## src/rtl/traffic_phase_timer.sv

```systemverilog
// traffic_phase_timer
// Sequences NUM_PHASES light phases, each with its own programmable duration.
// It pulses phase_done on the last cycle of every phase and cycle_done on the
// last cycle of the last phase. It also supports pause, single-shot or
// auto-repeat operation, and an emergency override that parks the sequence at
// phase 0 until the override is released.
module traffic_phase_timer #(
    parameter int NUM_PHASES  = 4,
    parameter int CNT_W       = 8,
    parameter int DEFAULT_DUR = 30
) (
    input  logic                          clk,
    input  logic                          rst_n,
    input  logic                          start,
    input  logic                          repeat_en,
    input  logic                          pause,
    input  logic                          emergency,
    input  logic                          cfg_we,
    input  logic [$clog2(NUM_PHASES)-1:0] cfg_phase,
    input  logic [CNT_W-1:0]              cfg_dur,
    output logic [$clog2(NUM_PHASES)-1:0] phase,
    output logic [CNT_W-1:0]              remaining,
    output logic                          phase_done,
    output logic                          cycle_done,
    output logic                          busy,
    output logic                          emg_active
);

    localparam int PH_W     = $clog2(NUM_PHASES);
    // The duration table is padded to a power of two so that any phase index
    // selects a defined entry; the padding slots are never reached in operation.
    localparam int PH_SLOTS = 1 << PH_W;

    localparam logic [PH_W-1:0]  LAST_PHASE = PH_W'(NUM_PHASES - 1);
    localparam logic [CNT_W-1:0] DUR_RST    = CNT_W'(DEFAULT_DUR);
    localparam logic [CNT_W-1:0] ONE        = CNT_W'(1);

    typedef enum logic [1:0] {
        ST_IDLE  = 2'd0,
        ST_RUN   = 2'd1,
        ST_PAUSE = 2'd2,
        ST_EMERG = 2'd3
    } state_t;

    state_t             state_reg,   state_next;
    logic [PH_W-1:0]    phase_reg,   phase_next;
    logic [CNT_W-1:0]   cnt_reg,     cnt_next;
    logic [CNT_W-1:0]   cur_dur_reg, cur_dur_next;
    logic               start_q_reg;

    // Effective durations: a stored 0 behaves as a 1-cycle phase.
    logic [CNT_W-1:0]   dur_eff [PH_SLOTS];

    logic               start_pulse;
    logic               terminal;
    logic               last_phase;
    logic [PH_W-1:0]    succ_phase;

    // One duration register per phase. An index that matches no phase is
    // simply not decoded, so out-of-range writes have no effect.
    generate
        for (genvar gi = 0; gi < PH_SLOTS; gi++) begin : g_dur
            if (gi < NUM_PHASES) begin : g_reg
                logic [CNT_W-1:0] dur_reg;

                // Duration register write; reset restores the default.
                always_ff @(posedge clk) begin
                    if (!rst_n) begin
                        dur_reg <= DUR_RST;
                    end else if (cfg_we && (cfg_phase == PH_W'(gi))) begin
                        dur_reg <= cfg_dur;
                    end
                end

                assign dur_eff[gi] = (dur_reg == '0) ? ONE : dur_reg;
            end else begin : g_pad
                assign dur_eff[gi] = ONE;
            end
        end
    endgenerate

    assign start_pulse = start & ~start_q_reg;
    assign terminal    = (cnt_reg == (cur_dur_reg - ONE));
    assign last_phase  = (phase_reg == LAST_PHASE);
    assign succ_phase  = last_phase ? '0 : (phase_reg + PH_W'(1));

    // State, phase, counter and latched duration registers.
    always_ff @(posedge clk) begin
        if (!rst_n) begin
            state_reg   <= ST_IDLE;
            phase_reg   <= '0;
            cnt_reg     <= '0;
            cur_dur_reg <= '0;
            start_q_reg <= 1'b0;
        end else begin
            state_reg   <= state_next;
            phase_reg   <= phase_next;
            cnt_reg     <= cnt_next;
            cur_dur_reg <= cur_dur_next;
            start_q_reg <= start;
        end
    end

    // Next-state logic. Emergency overrides everything. In RUN the counter
    // always advances, and pause only chooses whether PAUSE follows. This way
    // the terminal count wins over pause and each PAUSE cycle adds exactly one
    // cycle to the phase. Loads read the registered table, so a write to the
    // same phase in the same cycle is seen only on the following entry.
    always_comb begin
        state_next   = state_reg;
        phase_next   = phase_reg;
        cnt_next     = cnt_reg;
        cur_dur_next = cur_dur_reg;

        if (emergency) begin
            state_next = ST_EMERG;
            phase_next = '0;
            cnt_next   = '0;
        end else begin
            case (state_reg)
                ST_IDLE: begin
                    if (start_pulse) begin
                        state_next   = ST_RUN;
                        phase_next   = '0;
                        cnt_next     = '0;
                        cur_dur_next = dur_eff[0];
                    end
                end
                ST_RUN: begin
                    if (terminal) begin
                        phase_next   = succ_phase;
                        cnt_next     = '0;
                        cur_dur_next = dur_eff[succ_phase];
                        if (last_phase && !repeat_en) begin
                            state_next = ST_IDLE;
                        end
                    end else begin
                        cnt_next = cnt_reg + ONE;
                        if (pause) begin
                            state_next = ST_PAUSE;
                        end
                    end
                end
                ST_PAUSE: begin
                    if (!pause) begin
                        state_next = ST_RUN;
                    end
                end
                ST_EMERG: begin
                    state_next   = ST_RUN;
                    phase_next   = '0;
                    cnt_next     = '0;
                    cur_dur_next = dur_eff[0];
                end
                default: begin
                    state_next = ST_IDLE;
                    phase_next = '0;
                    cnt_next   = '0;
                end
            endcase
        end
    end

    // Outputs decode registered state only; no input reaches them directly.
    always_comb begin
        busy       = (state_reg == ST_RUN) || (state_reg == ST_PAUSE);
        emg_active = (state_reg == ST_EMERG);
        phase      = phase_reg;
        remaining  = busy ? (cur_dur_reg - cnt_reg) : '0;
        phase_done = (state_reg == ST_RUN) && terminal;
        cycle_done = (state_reg == ST_RUN) && terminal && last_phase;
    end

endmodule

```

## config.mk

```make
export PLATFORM = sky130hd
export DESIGN_NAME = traffic_phase_timer
export DESIGN_NICKNAME = d
export VERILOG_FILES = /design/src/rtl/traffic_phase_timer.sv
export SDC_FILE = /design/constraint.sdc
export NUM_CORES = 1
export LEC_CHECK = 0
export BUFFER_PORTS_ARGS = -buffer_cell sky130_fd_sc_hd__buf_4
export CAP_MARGIN = 20
export CORE_ASPECT_RATIO = 2
export CORE_MARGIN = 2
export CORE_UTILIZATION = 46
export CTS_CLUSTER_SIZE = 10
export DETAILED_ROUTE_END_ITERATION = 16
export GPL_ROUTABILITY_DRIVEN = 0
export PLACE_DENSITY_LB_ADDON = 0.05
export SYNTH_ARGS = -nofsm -noshare
export SYNTH_HDL_FRONTEND = slang
export SYNTH_SLANG_ARGS = --single-unit
```

## constraint.sdc

```tcl
create_clock -name clk -period 3.2 [get_ports clk]
set_input_delay 0.32 -clock clk [delete_from_list [all_inputs] [get_ports clk]]
set_output_delay 0.32 -clock clk [all_outputs]
set_load 0.1 [all_outputs]
```

-- Word-level counts from Yosys, hierarchy flattened
Cells that the tools add are included.
- eq/ne operators: 14
- bitwise gates (word level): 5
- reduce and logical (&&, ||, !) cells: 21
- $add $sub $neg: 4
- multiplexer cells: 25
- magnitude comparators: 1
- operator list (operator ; count):
    two-way mux 8 bit ; 11
    case mux 8 bit (3 select lines) ; 2
    logical NOT 8 bit ; 4
    two-way mux 2 bit ; 9
    binary-select mux 8 bit (select 2 bit) ; 1
    equality test 2 bit (second input constant) ; 5
    adder 8 x 1 -> 8 bit (second input constant) ; 1
    equality test 8 bit ; 1
    inequality test 4 bit (second input constant) ; 2
    case mux 2 bit (4 select lines) ; 1
    AND reduction 4 bit ; 2
    subtractor 8 x 1 -> 8 bit (second input constant) ; 1
    subtractor 8 bit ; 1
    logical AND 1 bit ; 7
    inequality test 3 bit (second input constant) ; 2
    case mux 2 bit (3 select lines) ; 1
    equality test 2 x 1 -> 1 bit (second input constant) ; 2
    logical NOT 2 bit ; 2
    inequality test 2 bit (second input constant) ; 2
    greater-or-equal comparator 3 bit (second input constant) ; 1
    NOT 1 bit ; 3
    NOT 2 -> 3 bit ; 1
    AND reduction 3 bit ; 1
    nonzero test 3 bit ; 1
    6 further kinds ; 6
- word-level logic and storage cells: 79
- bits of input ports: 17
- output and inout bits: 14
- bits in registers: 53

-- Depth between registers and ports, before layout
- word-level depth: 8
- mapped depth: 10
- depth with buffers taken out: 10

-- Worst setup path after synthesis
OpenSTA, ideal clock, no wires.
- path kind: register to output
- start point: register state_reg[0]
- end point: output port remaining[2]
- data required time: 2.880 ns
- stages on the path, launching flop included: 4
- slack: -0.778 ns
- buffers on the path: 0
- arrival time: 3.658 ns
- cell sequence: dfxtp_1 > inv_1 > ha_1 > nor3b_1
- cells in the longest elaborated chain, start to end: 3
- elaborated cells on any way between the ends: 4
- classes of those cells: 2 x eq/ne; 1 x mux; 1 x reduce/logical
- RTL lines (item ; line ; source):
    start, declared ; 45 ; state_t state_reg, state_next;
    start signal, assigned ; 96 ; state_reg <= state_next;
    equality test 2 x 1 -> 1 bit / equality test 2 bit (equally long branches) ; 166 ; busy = (state_reg == ST_RUN) || (state_reg == ST_PAUSE);
    logical OR 1 bit * ; 166 ;
    net busy ; 25 ; output logic busy,
    two-way mux 8 bit * ; 169 ; remaining = busy ? (cur_dur_reg - cnt_reg) : '0;
    end, declared ; 22 ; output logic [CNT_W-1:0] remaining,
The timed path passes the listed nets; every way through them passes the cells marked *.

-- Worst setup path after layout
- start point: register cur_dur_reg[1]
- end point: output port cycle_done
- cells in the longest elaborated chain, start to end: 4
- RTL lines (item ; line ; source):
    start, declared ; 48 ; logic [CNT_W-1:0] cur_dur_reg, cur_dur_next;
    start signal, assigned ; 99 ; cur_dur_reg <= cur_dur_next;
    subtractor 8 x 1 -> 8 bit ; 83 ; assign terminal = (cnt_reg == (cur_dur_reg - ONE));
    equality test 8 bit ; 83 ;
    logical AND 1 bit (2 in series) ; 171 ; cycle_done = (state_reg == ST_RUN) && terminal && last_phase;
    end, declared ; 24 ; output logic cycle_done,
Every way passes these cells.

==> impl_results.md <==
- Largest register FFs: 32
- CTS H-tree lvls: 2
- Final setup fails: 0
- Status: completed
- MaxCap Viol Count: 0
- Final #Nets: roughly 440
- Terminus of the critical flop-to-flop path: cur_dur_reg[6]$_SDFFE_PN0P_
- Fmax: approximately 340 MHz
- Worst Clk Skew: between 0.003 and 0.004 ns
- WP data required: between 2 and 3 ns
- CTS Buffer Depth: 2
- Peak supply drop: 0.413 mV
- Commonest non-fill, non-tap cell in the layout: nand2_1
- IO Pins: 31
- Synth async-reset ratio: 0%
- Post-route ant nets: 0
- Register area share after synthesis: a little over a third
- Non-Filler Instances: 498
- Global-route wire length before repair: 13700 microns
- Die ar.: ~7300 sq um
- Finished Cell Area: about 3600 sq um
- Inst Count DP: 490
- Pre-CTS setup slack: between 0.5 and 0.6 ns
- Synthesized cell area: just over 3000 sq um
- Crit. End Element: primary output
- Crit Path Category: flip-flop to primary output
- Fillers: around 650
- Hpwl dp: between 6000 and 7000 microns
- R2R setup slack: approximately 0.60 ns
- GR Util All Layers: 25.0%
- Cell count after synthesis: between 300 and 400
- PwrDens: 553 nW/um^2
- Die Wd: 61.5 microns
- Core area: roughly 6400 sq um
- Routed len/inst: 16.8 microns
- Postcts setup bufs: 0
- Synth area leaders: dfxtp_1, nand2_1, ha_1, xnor2_1, a21oi_1
- Worst hold-check path type: primary input to flip-flop
- Initial antenna violation count: 0
- Crit start category: flip-flop
- CTS buffer count: 5
- Root Driver: clkbuf_16
- Mapped Nets: just over 400
- Synth Warn #: 0
- Unique masters post-synth: 48
- Drt via density: 5.61
- TNS Setup: 0 ns
- Initial Util: between 40 and 50%
- Syn-to-layout area delta: 17.0%
- Final WS setup: around 0.26 ns
- Fraction of layout cells with a size suffix above 1: between 10% and 20%
- Pleak: 1.40 nW
- CTS tree: done
- Multi-input combinational cell area: 1860 sq um
- Final count of pins violating max slew: 0
- #FFs+latches synth: 53
- Via count: between 2000 and 3000
- Commonest cells after routing, fill and taps aside: nand2_1, dfxtp_1, buf_4
- DR iter-0 viols: 93
- Antenna cells: 0
- Relative max-transition margin: between 40% and 50%
- Number of detailed-route iterations in the first pass: 4
- PortBufs: 30
- Worst hold start: start
- Worst slew pin tran: between 0.8 and 0.9 ns
- Hold Crit Depth: 2
- Vias in the first global route: ~2800
- Largest net degree at the start of global routing: 22
- Crit path time final: 2.94 ns
- Clock Sinks: 53
- Total gr overflow: 0
- Mean area per synthesized cell: around 8.1 sq um
- Hold buffers post-CTS: 0
- R2R depth: 8
- Top cell type's share of synthesized area: about a third
- FF/Latch Area: between 1000 and 1500 sq um
- Post-Route WL: between 8000 and 9000 microns
- Post-CTS sizing: 0
- Post-synth EDFFs: 0
- Reg2reg start: cur_dur_reg[2]$_SDFFE_PN0P_
- Hold Vio Cnt, Final: 0
- Die Ht: roughly 120 microns
- CP arrival: ~2.6 ns
- Final Util: approximately 56%
- Crit share post-route: 91.9%
- DRC errors left: 0
- Row Count: between 40 and 50
- Critical Path Fanout Max: 5
- Clock latency on the worst-skew pair: about 0.29 ns
- Cell taking the most area after synthesis: dfxtp_1
- Clock-pin slew of the registers on the worst-case setup and hold paths: roughly 0.070 ns
- Primary FF master, synth: dfxtp_1
- Unrepaired setup endpoints after global routing: false
- Placed inst area: 3400 sq um
- Hold endpoint: start_q_reg$_SDFF_PN0_
cell type report:
type                    instances  area share [%]
clock buffers                   7            4.30
clock inverters                 1           0.141
inverters                      23            2.54
multi-input cells             291            52.3
flip-flops and latches         53            29.9
well taps                      86            3.03
repair buffers                 37            7.82
report_power, final:
| group | leakage, nW | switching [mW] | internal, mW |
|---|---|---|---|
| registers | 0.432 | 0.0340 | 0.690 |
| clock network | 0.0799 | 0.240 | 0.332 |
| logic | 0.892 | 0.448 | 0.220 |
| total | 1.40 | 0.722 | 1.24 |
cells by family (layout without fill, tap and decap cells):
logic type	count (synthesis)	after routing	synth area share, %
xor+xnor	19	19	5.48
simple gates	171	171	27.8
buf+inv	33	68	4.08
compound gates	69	69	15.4
fa+ha+maj	15	15	6.43
mux	17	17	5.89
flops	53	53	34.9
worst max-delay path, stage by stage, from the launching register on:
cell and delay [ns]:
dfxtp_1 0.38, inv_1 0.11, ha_1 0.28, nor2_1 0.12
nor2_1 0.05, a221oi_1 0.29, o2111a_1 0.35, nand3_1 0.22
clkinvlp_4 0.13, and2_2 0.13, buf_4 0.28
stage by stage:
| step | power (mW) | hold WS (ns) |
|---|---|---|
| 5_1_grt | 2.06 | 0.249 |
| 2_1_floorplan | 1.24 | 0.433 |
| 6_report | 1.96 | 0.247 |
| 3_3_place_gp | 1.40 | 0.441 |
| 3_5_place_dp | 1.41 | 0.444 |
| 4_1_cts | 1.97 | 0.251 |
cells in the mapped netlist (3+ instances only):
cell type,instances
xnor2_1,14
nor2_1,27
nand3_1,22
nor3_1,8
xor2_1,5
a22oi_1,8
a21oi_1,24
mux2i_1,10
o21a_1,3
ha_1,14
nor2b_1,6
nand4_1,4
o21ai_0,8
dfxtp_1,53
inv_1,22
o211ai_1,7
clkbuf_1,8
or4_1,9
or2_2,4
nand4b_1,7
mux2_2,7
a21o_1,3
nor4_1,5
and2_1,6
nand2_1,63
worst max-delay path by stage:
stage,from,to,cells past startpoint
floorplan,state_reg[0]$_SDFFE_PN0P_,remaining[0],3
global placement,cur_dur_reg[1]$_SDFFE_PN0P_,cycle_done,10
detailed placement,cur_dur_reg[1]$_SDFFE_PN0P_,cycle_done,10
CTS,cur_dur_reg[1]$_SDFFE_PN0P_,cycle_done,10
global route,cur_dur_reg[1]$_SDFFE_PN0P_,cycle_done,10
finish,cur_dur_reg[1]$_SDFFE_PN0P_,cycle_done,10
routing by layer:
metal	wire [microns]	global-route usage, %	up-vias
met3	205	3.15	20
li1	-	-	1396
met2	4940	48.7	64
met4	331	10.2	0
met5	0	0	-
met1	2910	24.1	1316
Note: power is estimated with default switching activity, not from simulation.
